**src/rtl/uart_pkg.sv**
```systemverilog
// Shared types and helpers for the UART receiver: FSM state encoding,
// parity mode constants and the bit-timer width helper.
package uart_pkg;

    typedef enum logic [2:0] {
        IDLE,
        START,
        DATA,
        PARITY,
        STOP
    } rx_state_e;

    localparam int PARITY_NONE = 0;
    localparam int PARITY_EVEN = 1;
    localparam int PARITY_ODD  = 2;

    // Width of a down-counter that must hold CLKS_PER_BIT-1.
    function automatic int cnt_width(input int clks_per_bit);
        return (clks_per_bit > 2) ? $clog2(clks_per_bit) : 1;
    endfunction

endpackage

```
**src/rtl/uart_rx_core_if.sv**
```systemverilog
// Receive-side bundle: serial line in, parallel word plus status strobes out.
// The slave modport is the receiver; the master modport is the line driver / word consumer.
interface uart_rx_core_if #(
    parameter int DATA_BITS = 8
);
    logic                 rx;
    logic [DATA_BITS-1:0] dataout;
    logic                 done;
    logic                 tick;
    logic                 frame_err;
    logic                 parity_err;

    modport master (
        output rx,
        input  dataout,
        input  done,
        input  tick,
        input  frame_err,
        input  parity_err
    );

    modport slave (
        input  rx,
        output dataout,
        output done,
        output tick,
        output frame_err,
        output parity_err
    );
endinterface

```
**src/rtl/uart_bit_timer.sv**
```systemverilog
// Loadable down-counter pacing the receiver's sample points; expire_o flags
// a zero count and tick_o is a registered strobe for every enabled expiry.
module uart_bit_timer #(
    parameter int WIDTH = 5
) (
    input  logic             clk,
    input  logic             rst,
    input  logic             en_i,
    input  logic             load_i,
    input  logic [WIDTH-1:0] load_val_i,
    output logic             expire_o,
    output logic             tick_o
);

    logic [WIDTH-1:0] count_q, count_d;
    logic             tick_q, tick_d;

    // Counter only reaches zero and waits there; it wraps solely through a reload.
    always_comb begin
        count_d = count_q;
        if (load_i) begin
            count_d = load_val_i;
        end else if (en_i && (count_q != '0)) begin
            count_d = count_q - 1'b1;
        end
        tick_d = en_i && (count_q == '0);
    end

    always_ff @(posedge clk) begin
        if (rst) begin
            count_q <= '0;
            tick_q  <= 1'b0;
        end else begin
            count_q <= count_d;
            tick_q  <= tick_d;
        end
    end

    assign expire_o = (count_q == '0);
    assign tick_o   = tick_q;

endmodule

```
**src/rtl/uart_rx_core.sv**
```systemverilog
// Parametrised UART receiver (start / DATA_BITS / optional parity / STOP_BITS).
// Define UART_RX_PARITY_EN to build the parity state and parity_err logic.
module uart_rx_core
    import uart_pkg::*;
#(
    parameter int CLKS_PER_BIT = 20,
    parameter int DATA_BITS    = 8,
    parameter int STOP_BITS    = 1,
    parameter int PARITY_MODE  = 0
) (
    input  logic           clk,
    input  logic           rst,
    uart_rx_core_if.slave  bus
);

    localparam int BCNT_W = 4;
    localparam int CNT_W  = cnt_width(CLKS_PER_BIT);
    localparam logic [CNT_W-1:0] HALF_LOAD = CNT_W'(CLKS_PER_BIT / 2 - 1);
    localparam logic [CNT_W-1:0] FULL_LOAD = CNT_W'(CLKS_PER_BIT - 1);

    // Without the parity hardware the mode collapses to "none".
`ifdef UART_RX_PARITY_EN
    localparam int PAR_MODE_EFF = PARITY_MODE;
`else
    localparam int PAR_MODE_EFF = PARITY_MODE * 0;
`endif
    localparam bit PAR_ON = (PAR_MODE_EFF != PARITY_NONE);

    rx_state_e            state_q;
    logic [BCNT_W-1:0]    bit_cnt_q;
    logic [DATA_BITS-1:0] shift_q;
    logic [DATA_BITS-1:0] dataout_q;
    logic                 done_q;
    logic                 frame_err_q;
    logic                 ferr_acc_q;
`ifdef UART_RX_PARITY_EN
    logic                 parity_err_q;
    logic                 perr_acc_q;
`endif

    logic rx_meta_q, rx_sync_q, rx_prev_q;
    logic start_edge;

    always_ff @(posedge clk) begin
        if (rst) begin
            rx_meta_q <= 1'b1;
            rx_sync_q <= 1'b1;
            rx_prev_q <= 1'b1;
        end else begin
            rx_meta_q <= bus.rx;
            rx_sync_q <= rx_meta_q;
            rx_prev_q <= rx_sync_q;
        end
    end

    assign start_edge = rx_prev_q & ~rx_sync_q;

    logic             timer_en;
    logic             timer_load;
    logic             timer_expire;
    logic             timer_tick;
    logic [CNT_W-1:0] timer_load_val;

    // Half a bit from the start edge lands on mid-bit; every later sample is a full bit on.
    always_comb begin
        timer_en       = (state_q != IDLE);
        timer_load     = timer_en ? timer_expire : start_edge;
        timer_load_val = timer_en ? FULL_LOAD : HALF_LOAD;
    end

    uart_bit_timer #(
        .WIDTH (CNT_W)
    ) u_bit_timer (
        .clk        (clk),
        .rst        (rst),
        .en_i       (timer_en),
        .load_i     (timer_load),
        .load_val_i (timer_load_val),
        .expire_o   (timer_expire),
        .tick_o     (timer_tick)
    );

    always_ff @(posedge clk) begin
        if (rst) begin
            state_q      <= IDLE;
            bit_cnt_q    <= '0;
            shift_q      <= '0;
            dataout_q    <= '0;
            done_q       <= 1'b0;
            frame_err_q  <= 1'b0;
            ferr_acc_q   <= 1'b0;
`ifdef UART_RX_PARITY_EN
            parity_err_q <= 1'b0;
            perr_acc_q   <= 1'b0;
`endif
        end else begin
            done_q       <= 1'b0;
            frame_err_q  <= 1'b0;
`ifdef UART_RX_PARITY_EN
            parity_err_q <= 1'b0;
`endif
            case (state_q)
                IDLE: begin
                    if (start_edge) begin
                        state_q    <= START;
                        bit_cnt_q  <= '0;
                        ferr_acc_q <= 1'b0;
`ifdef UART_RX_PARITY_EN
                        perr_acc_q <= 1'b0;
`endif
                    end
                end
                START: begin
                    // A line that is high again at mid-start was a glitch.
                    if (timer_expire) begin
                        state_q <= rx_sync_q ? IDLE : DATA;
                    end
                end
                DATA: begin
                    if (timer_expire) begin
                        shift_q <= {rx_sync_q, shift_q[DATA_BITS-1:1]};
                        if (bit_cnt_q == BCNT_W'(DATA_BITS - 1)) begin
                            bit_cnt_q <= '0;
                            state_q   <= PAR_ON ? PARITY : STOP;
                        end else begin
                            bit_cnt_q <= bit_cnt_q + 1'b1;
                        end
                    end
                end
`ifdef UART_RX_PARITY_EN
                PARITY: begin
                    if (timer_expire) begin
                        perr_acc_q <= (^shift_q) ^ rx_sync_q ^ (PAR_MODE_EFF == PARITY_ODD);
                        state_q    <= STOP;
                    end
                end
`endif
                STOP: begin
                    if (timer_expire) begin
                        if (bit_cnt_q == BCNT_W'(STOP_BITS - 1)) begin
                            done_q       <= 1'b1;
                            dataout_q    <= shift_q;
                            frame_err_q  <= ferr_acc_q | ~rx_sync_q;
`ifdef UART_RX_PARITY_EN
                            parity_err_q <= perr_acc_q;
`endif
                            state_q      <= IDLE;
                        end else begin
                            ferr_acc_q <= ferr_acc_q | ~rx_sync_q;
                            bit_cnt_q  <= bit_cnt_q + 1'b1;
                        end
                    end
                end
                default: state_q <= IDLE;
            endcase
        end
    end

    assign bus.dataout   = dataout_q;
    assign bus.done      = done_q;
    assign bus.tick      = timer_tick;
    assign bus.frame_err = frame_err_q;
`ifdef UART_RX_PARITY_EN
    assign bus.parity_err = parity_err_q;
`else
    assign bus.parity_err = 1'b0;
`endif

endmodule

```
**src/flat_wrapper.sv**
```systemverilog
// flat-port wrapper written by rule: the top's interface ports become plain ports
module uart_rx_core_flat import uart_pkg::*;
#(
    parameter int CLKS_PER_BIT = 20,
    parameter int DATA_BITS    = 8,
    parameter int STOP_BITS    = 1,
    parameter int PARITY_MODE  = 0
)
  (clk, rst, bus_rx, bus_dataout, bus_done, bus_tick, bus_frame_err, bus_parity_err);
  uart_rx_core_if #(.DATA_BITS(DATA_BITS)) bus_i ();
  input  logic clk;
  input  logic rst;
  input wire logic [$bits(bus_i.rx)-1:0] bus_rx;
  output wire logic [$bits(bus_i.dataout)-1:0] bus_dataout;
  output wire logic [$bits(bus_i.done)-1:0] bus_done;
  output wire logic [$bits(bus_i.tick)-1:0] bus_tick;
  output wire logic [$bits(bus_i.frame_err)-1:0] bus_frame_err;
  output wire logic [$bits(bus_i.parity_err)-1:0] bus_parity_err;
  assign bus_i.rx = bus_rx;
  assign bus_dataout = bus_i.dataout;
  assign bus_done = bus_i.done;
  assign bus_tick = bus_i.tick;
  assign bus_frame_err = bus_i.frame_err;
  assign bus_parity_err = bus_i.parity_err;
  uart_rx_core #(.CLKS_PER_BIT(CLKS_PER_BIT), .DATA_BITS(DATA_BITS), .STOP_BITS(STOP_BITS), .PARITY_MODE(PARITY_MODE)) u_core (.clk(clk), .rst(rst), .bus(bus_i));
endmodule
```
**config.mk**
```make
export PLATFORM = sky130hd
export DESIGN_NAME = uart_rx_core_flat
export DESIGN_NICKNAME = d
export VERILOG_FILES = /design/src/rtl/uart_pkg.sv /design/src/rtl/uart_rx_core_if.sv /design/src/rtl/uart_bit_timer.sv /design/src/rtl/uart_rx_core.sv /design/src/flat_wrapper.sv
export SDC_FILE = /design/constraint.sdc
export NUM_CORES = 1
export LEC_CHECK = 0
export CAP_MARGIN = 20
export CORE_ASPECT_RATIO = 1.4
export CORE_MARGIN = 4
export CORE_UTILIZATION = 50
export DETAILED_ROUTE_END_ITERATION = 10
export PLACE_DENSITY = 0.72
export SKIP_LAST_GASP = 1
export SYNTH_ARGS = -nofsm -noshare
export SYNTH_HDL_FRONTEND = slang
export SYNTH_SLANG_ARGS = --single-unit
```
**constraint.sdc**
```tcl
create_clock -name clk -period 3.05 [get_ports clk]
set_input_delay 0.61 -clock clk [delete_from_list [all_inputs] [get_ports clk]]
set_output_delay 0.61 -clock clk [all_outputs]
set_load 0.1 [all_outputs]
```
# After elaboration in Yosys (flattened, before gate mapping)
# Cells that the tools add are included.
op_classes:
  addsub: 2
  n_eq_ne: 11
  n_bitwise: 6
  n_mux: 23
  n_reduce_logical: 17
ops:
  columns: ["operator", "n"]
  rows:
  - ["$mux 4", 5]
  - ["$mux 3", 6]
  - ["$mux 5", 3]
  - ["$ne 2x1->1 const B", 6]
  - ["$pmux 3 s4", 1]
  - ["$pmux 4 s3", 1]
  - ["$reduce_and 6->1", 1]
  - ["$reduce_bool 3->1", 2]
  - ["$logic_not 5->1", 1]
  - ["$mux 1", 5]
  - ["$reduce_and 5->1", 1]
  - ["$reduce_bool 5->1", 1]
  - ["$sub 5x1->5 const B", 1]
  - ["$add 4x1->4 const B", 1]
  - ["$eq 4x3->1 const B", 1]
  - ["$logic_not 4->1", 1]
  - ["$not 1->1", 4]
  - ["$reduce_and 4->1", 1]
  - ["$reduce_bool 2->1", 2]
  - ["$reduce_or 4->1", 1]
  - ["$eq 3x1->1 const B", 1]
  - ["$eq 3x2->1 const B", 1]
  - ["$eq 3x3->1 const B", 1]
  - ["$logic_not 3->1", 1]
  - ["other kinds (9)", 10]
word_totals:
  out_inout_bits: 12
  elab_cells: 71
  in_bits: 3
  reg_bits: 35

# Logic depth before layout (Yosys ltp)
depth:
  depth_word: 5
  mapped_depth: 7

# Modules after synthesis
# Synthesis repeated with hierarchy kept, for this count alone.
hier_totals:
  cells_unflattened: 176
  area_unflattened_um2: 1630.3
modules_own_cells:
  columns: ["module", "cells_per_inst", "area_per_inst_um2", "instances"]
  rows:
  - ["uart_rx_core", 138, 1306.3, 1]
  - ["uart_bit_timer", 38, 324.1, 1]

# Worst setup path after synthesis
# No wires, ideal clock.
synth_timing:
  path_type: "register to register"
  start: "register u_core.u_bit_timer.count_q[0]"
  end: "register u_core.bit_cnt_q[2]"
  path_buffers: 0
  t_required_ps: 2918
  t_arrival_ps: 1681
  path_slack_ps: 1237
  setup_time_ps: 132
  synth_period_minus_slack_ps: 1813
  path_stages_with_launch: 7
  path_cell_list: "dfxtp_1 > inv_1 > ha_1 > or4b_4 > or3_4 > a31oi_1 > o32ai_2"
synth_via:
  elab_chain_cells: 3
synth_lines:
  columns: ["item", "line", "rtl"]
  rows:
  - ["start: declaration", "uart_bit_timer.sv:15", "logic [WIDTH-1:0] count_q, count_d;"]
  - ["start signal: assignment", "uart_bit_timer.sv:34", "count_q <= count_d;"]
  - ["$logic_not 5->1 *", "uart_bit_timer.sv:39", "assign expire_o = (count_q == '0);"]
  - ["$ne 2x1->1 (no source line)", null, null]
  - ["$reduce_and 5->1 (no source line) *", null, null]
  - ["end signal: assignment", "uart_rx_core.sv:126", "bit_cnt_q <= bit_cnt_q + 1'b1;"]
  - ["end signal: assignment", "uart_rx_core.sv:150", "bit_cnt_q <= bit_cnt_q + 1'b1;"]
  - ["end: declaration", "uart_rx_core.sv:30", "logic [BCNT_W-1:0] bit_cnt_q;"]
# Mark *: on every way between the ends. The rest lies on a longest branch, timed or not.
# A chain may end at the register's enable or synchronous reset.

# Worst setup path in the final report
# Same ends and word-level chain as after synthesis.

==> results.md <==
* Status: finished, final reports clean
* Hold Slack at 0.426 ns
* DP HPWL at 2330 um
* Clock Sink Count at 35
* Final Setup Violations at 0
* Final Hold Vio Count at 0
* DRC Markers at 0
* Post-synth top area share at 44.6%
* Crit path cell chain: inv_1 > ha_1 > or4b_4 > or2_1 > a31oi_1 > o32ai_2
* Primary FF master, synth: dfxtp_1
* PwrDens at 546 mW/mm2
* Register clock-pin slew on the reported worst setup and hold paths at 0.07 ns
* Critical path arrival at 2.25 ns
* Startpoint Class: flip-flop
* Total CTS buffers at 5
* Mean Syn Cell Area at 9.13 um2
* Setup TNS at 0 ns
* Vias in the first global route at 1279
* Clock skew at 0.00370 ns
* Final-report max-slew violation count at 0
* Syn Nets at 178
* Layout area overhead at 13.9%
* Post-synthesis cell type count at 46
* Post-layout power at 0.976 mW
* CP Capture Type: flip-flop
* RSZ-0062 raised after global routing: false
* VDD IR max at 0.412 mV
* Starting Density at 53.5%
* GR Overflow Total at 0
* Max transition margin at 54.2%
* CP required at 3.21 ns
* Worst Path Max Fanout at 12
* Cells after Synth at 172
* Root buf cell: clkbuf_8
* Worst min path class: flip-flop to flip-flop
* Initial antenna violation count at 0
* Layout cells sized above 1 at 17.9%
* Die ar. at 0.00411 mm2
* Minimum clock period at 2.09 ns
* CTS tree: built
* Pre-CTS setup slack at 0.828 ns
* Setup CP Type: flip-flop to flip-flop
* # nets final at 189
* # fillers at 270
* Detail Route Antenna Nets at 0
* Post-synth EDFFs at 0
* Post-synth top area cell: dfxtp_1
* Flip-flop and latch count after synthesis at 35
* Max_cap viols at 0
* Worst Slack Setup Final at 0.959 ns
* Placed Area at 0.00167 mm2
* Fin crit share at 68.6%
* Post-CTS setup buffers at 0
* # resized after CTS at 0
* # IOs at 15
* Crit-path max cell delay at 0.52 ns
* Post-synth ARST share at 0%
* H-tree lvl count at 2
* Highest-delay cell along the critical path: or4b_4
* Top post-synthesis cells by count: 35 x dfxtp_1, 22 x nand2_1, 14 x nor2_1
* Die X at 55.4 um
* Initial drt markers at 54
* Mapped Area at 0.00157 mm2
* Finished Core Util at 61.0%
* CTS Buffer Depth at 2
* Final wirelength at 3290 um
* GR Util All Layers at 18.0%
* DR vias at 1288
* Mean routed wirelength per cell at 14.9 um
* Design area at 0.00179 mm2
* Slew @ Worst Pin at 0.681 ns
* Non-Filler Instances at 221
* Core ar. at 0.00294 mm2
* Input/output buffers at 13
* 1st-pass router iterations at 4
* Top-count cell post-synth: dfxtp_1
* Leak at 0.701 nW
* FMAX at 478 MHz
* Seq/Total Area, Yosys at 44.6%
* Rows at 23
* Largest net degree at the start of global routing at 33
* Yosys warnings at 0
* Ant. Diodes at 0
* DIE HEIGHT at 74.3 um
* Vias per cell at 5.83
* Dpl cells at 213
* First-pass GRT wire length at 5840 um
* Hold_buf cts at 0
* GPL Wtd Cong at 0.767
* Clk_lat worst skew at 0.28 ns
* Synth top area cells: dfxtp_1 45%, mux2i_1 5.7%, nand2_1 5.3%
[cell type report]
type	instances	area [um2]	area share [%]
clock inverters	2	35.0	1.96
clock buffers	6	82.6	4.62
well taps	37	46.3	2.59
flip-flops and latches	35	701	39.2
multi-input cells	120	785	43.8
repair buffers	15	118	6.57
inverters	6	22.5	1.26
[per-layer routing]
layer | vias up | share of wire (%) | global-route usage (%) | routed length [um]
met3 | 9 | 4.6 | 6.08 | 152
met5 | - | 0 | 0 | 0
met1 | 611 | 41 | 18.5 | 1350
li1 | 637 | - | - | -
met2 | 31 | 51 | 33.0 | 1690
met4 | 0 | 2.8 | 8.38 | 93
[power by group]
group / switching [mW] / internal (mW)
Clock: 0.159 / 0.264
Combinational: 0.0471 / 0.0298
Sequential: 0.0107 / 0.465
[registers in the layout, indices dropped and copies added (netlist names)]
signal                      flops
u_core.bus.dataout              8
u_core.rx_prev_q                1
u_core.bus.done                 1
u_core.ferr_acc_q               1
u_core.u_bit_timer.count_q      5
u_core.bit_cnt_q                4
u_core.bus.frame_err            1
u_core.rx_sync_q                1
u_core.u_bit_timer.tick_o       1
u_core.shift_q                  8
u_core.state_q                  3
u_core.rx_meta_q                1
[placed cells by master, fill, tap and decap left out, types with 3 or more instances in the layout]
master and count:
inv_1 6, dfxtp_1 35, nand2_1 22, o311ai_0 4, nor4_1 3, nor3_1 7
clkbuf_8 6, buf_4 13, mux2i_1 9, a21oi_1 13, nor2_1 14, ha_1 3
[cells by family (layout without fill, tap and decap cells)]
logic type                 after synthesis  after routing  share of synthesized area [%]
AOI/OAI and AO/OA                       32             32                           14.3
xor gates and xnor gates                 2              2                           1.12
adders and majority gates                3              3                           2.39
buffers and inverters                   17             29                           5.42
DFF                                     35             35                           44.6
muxes                                    9              9                           5.74
other                                    1              1                          0.239
and+or+nand+nor                         73             73                           26.2
[worst max-delay path: cells and delay by family, from the launching register on]
family | cells | cell delay, ns
and+or+nand+nor | 2 | 0.93
adders and majority gates | 1 | 0.21
buffers and inverters | 1 | 0.06
DFF | 1 | 0.34
AOI/OAI and AO/OA | 2 | 0.43
[final timing paths]
kind,start,to,slack [ns],depth (start not counted)
worst min-delay path,u_core.rx_meta_q$_SDFF_PP1_,u_core.rx_sync_q$_SDFF_PP1_,0.43,1
worst min register to register,u_core.rx_meta_q$_SDFF_PP1_,u_core.rx_sync_q$_SDFF_PP1_,0.43,1
worst max-delay path,u_core.u_bit_timer.count_q[0]$_SDFFE_PP0P_,u_core.bit_cnt_q[2]$_SDFFE_PP0P_,0.96,6
worst max register to register,u_core.u_bit_timer.count_q[0]$_SDFFE_PP0P_,u_core.bit_cnt_q[2]$_SDFFE_PP0P_,0.96,6
Power figures use the tool's default switching activity.
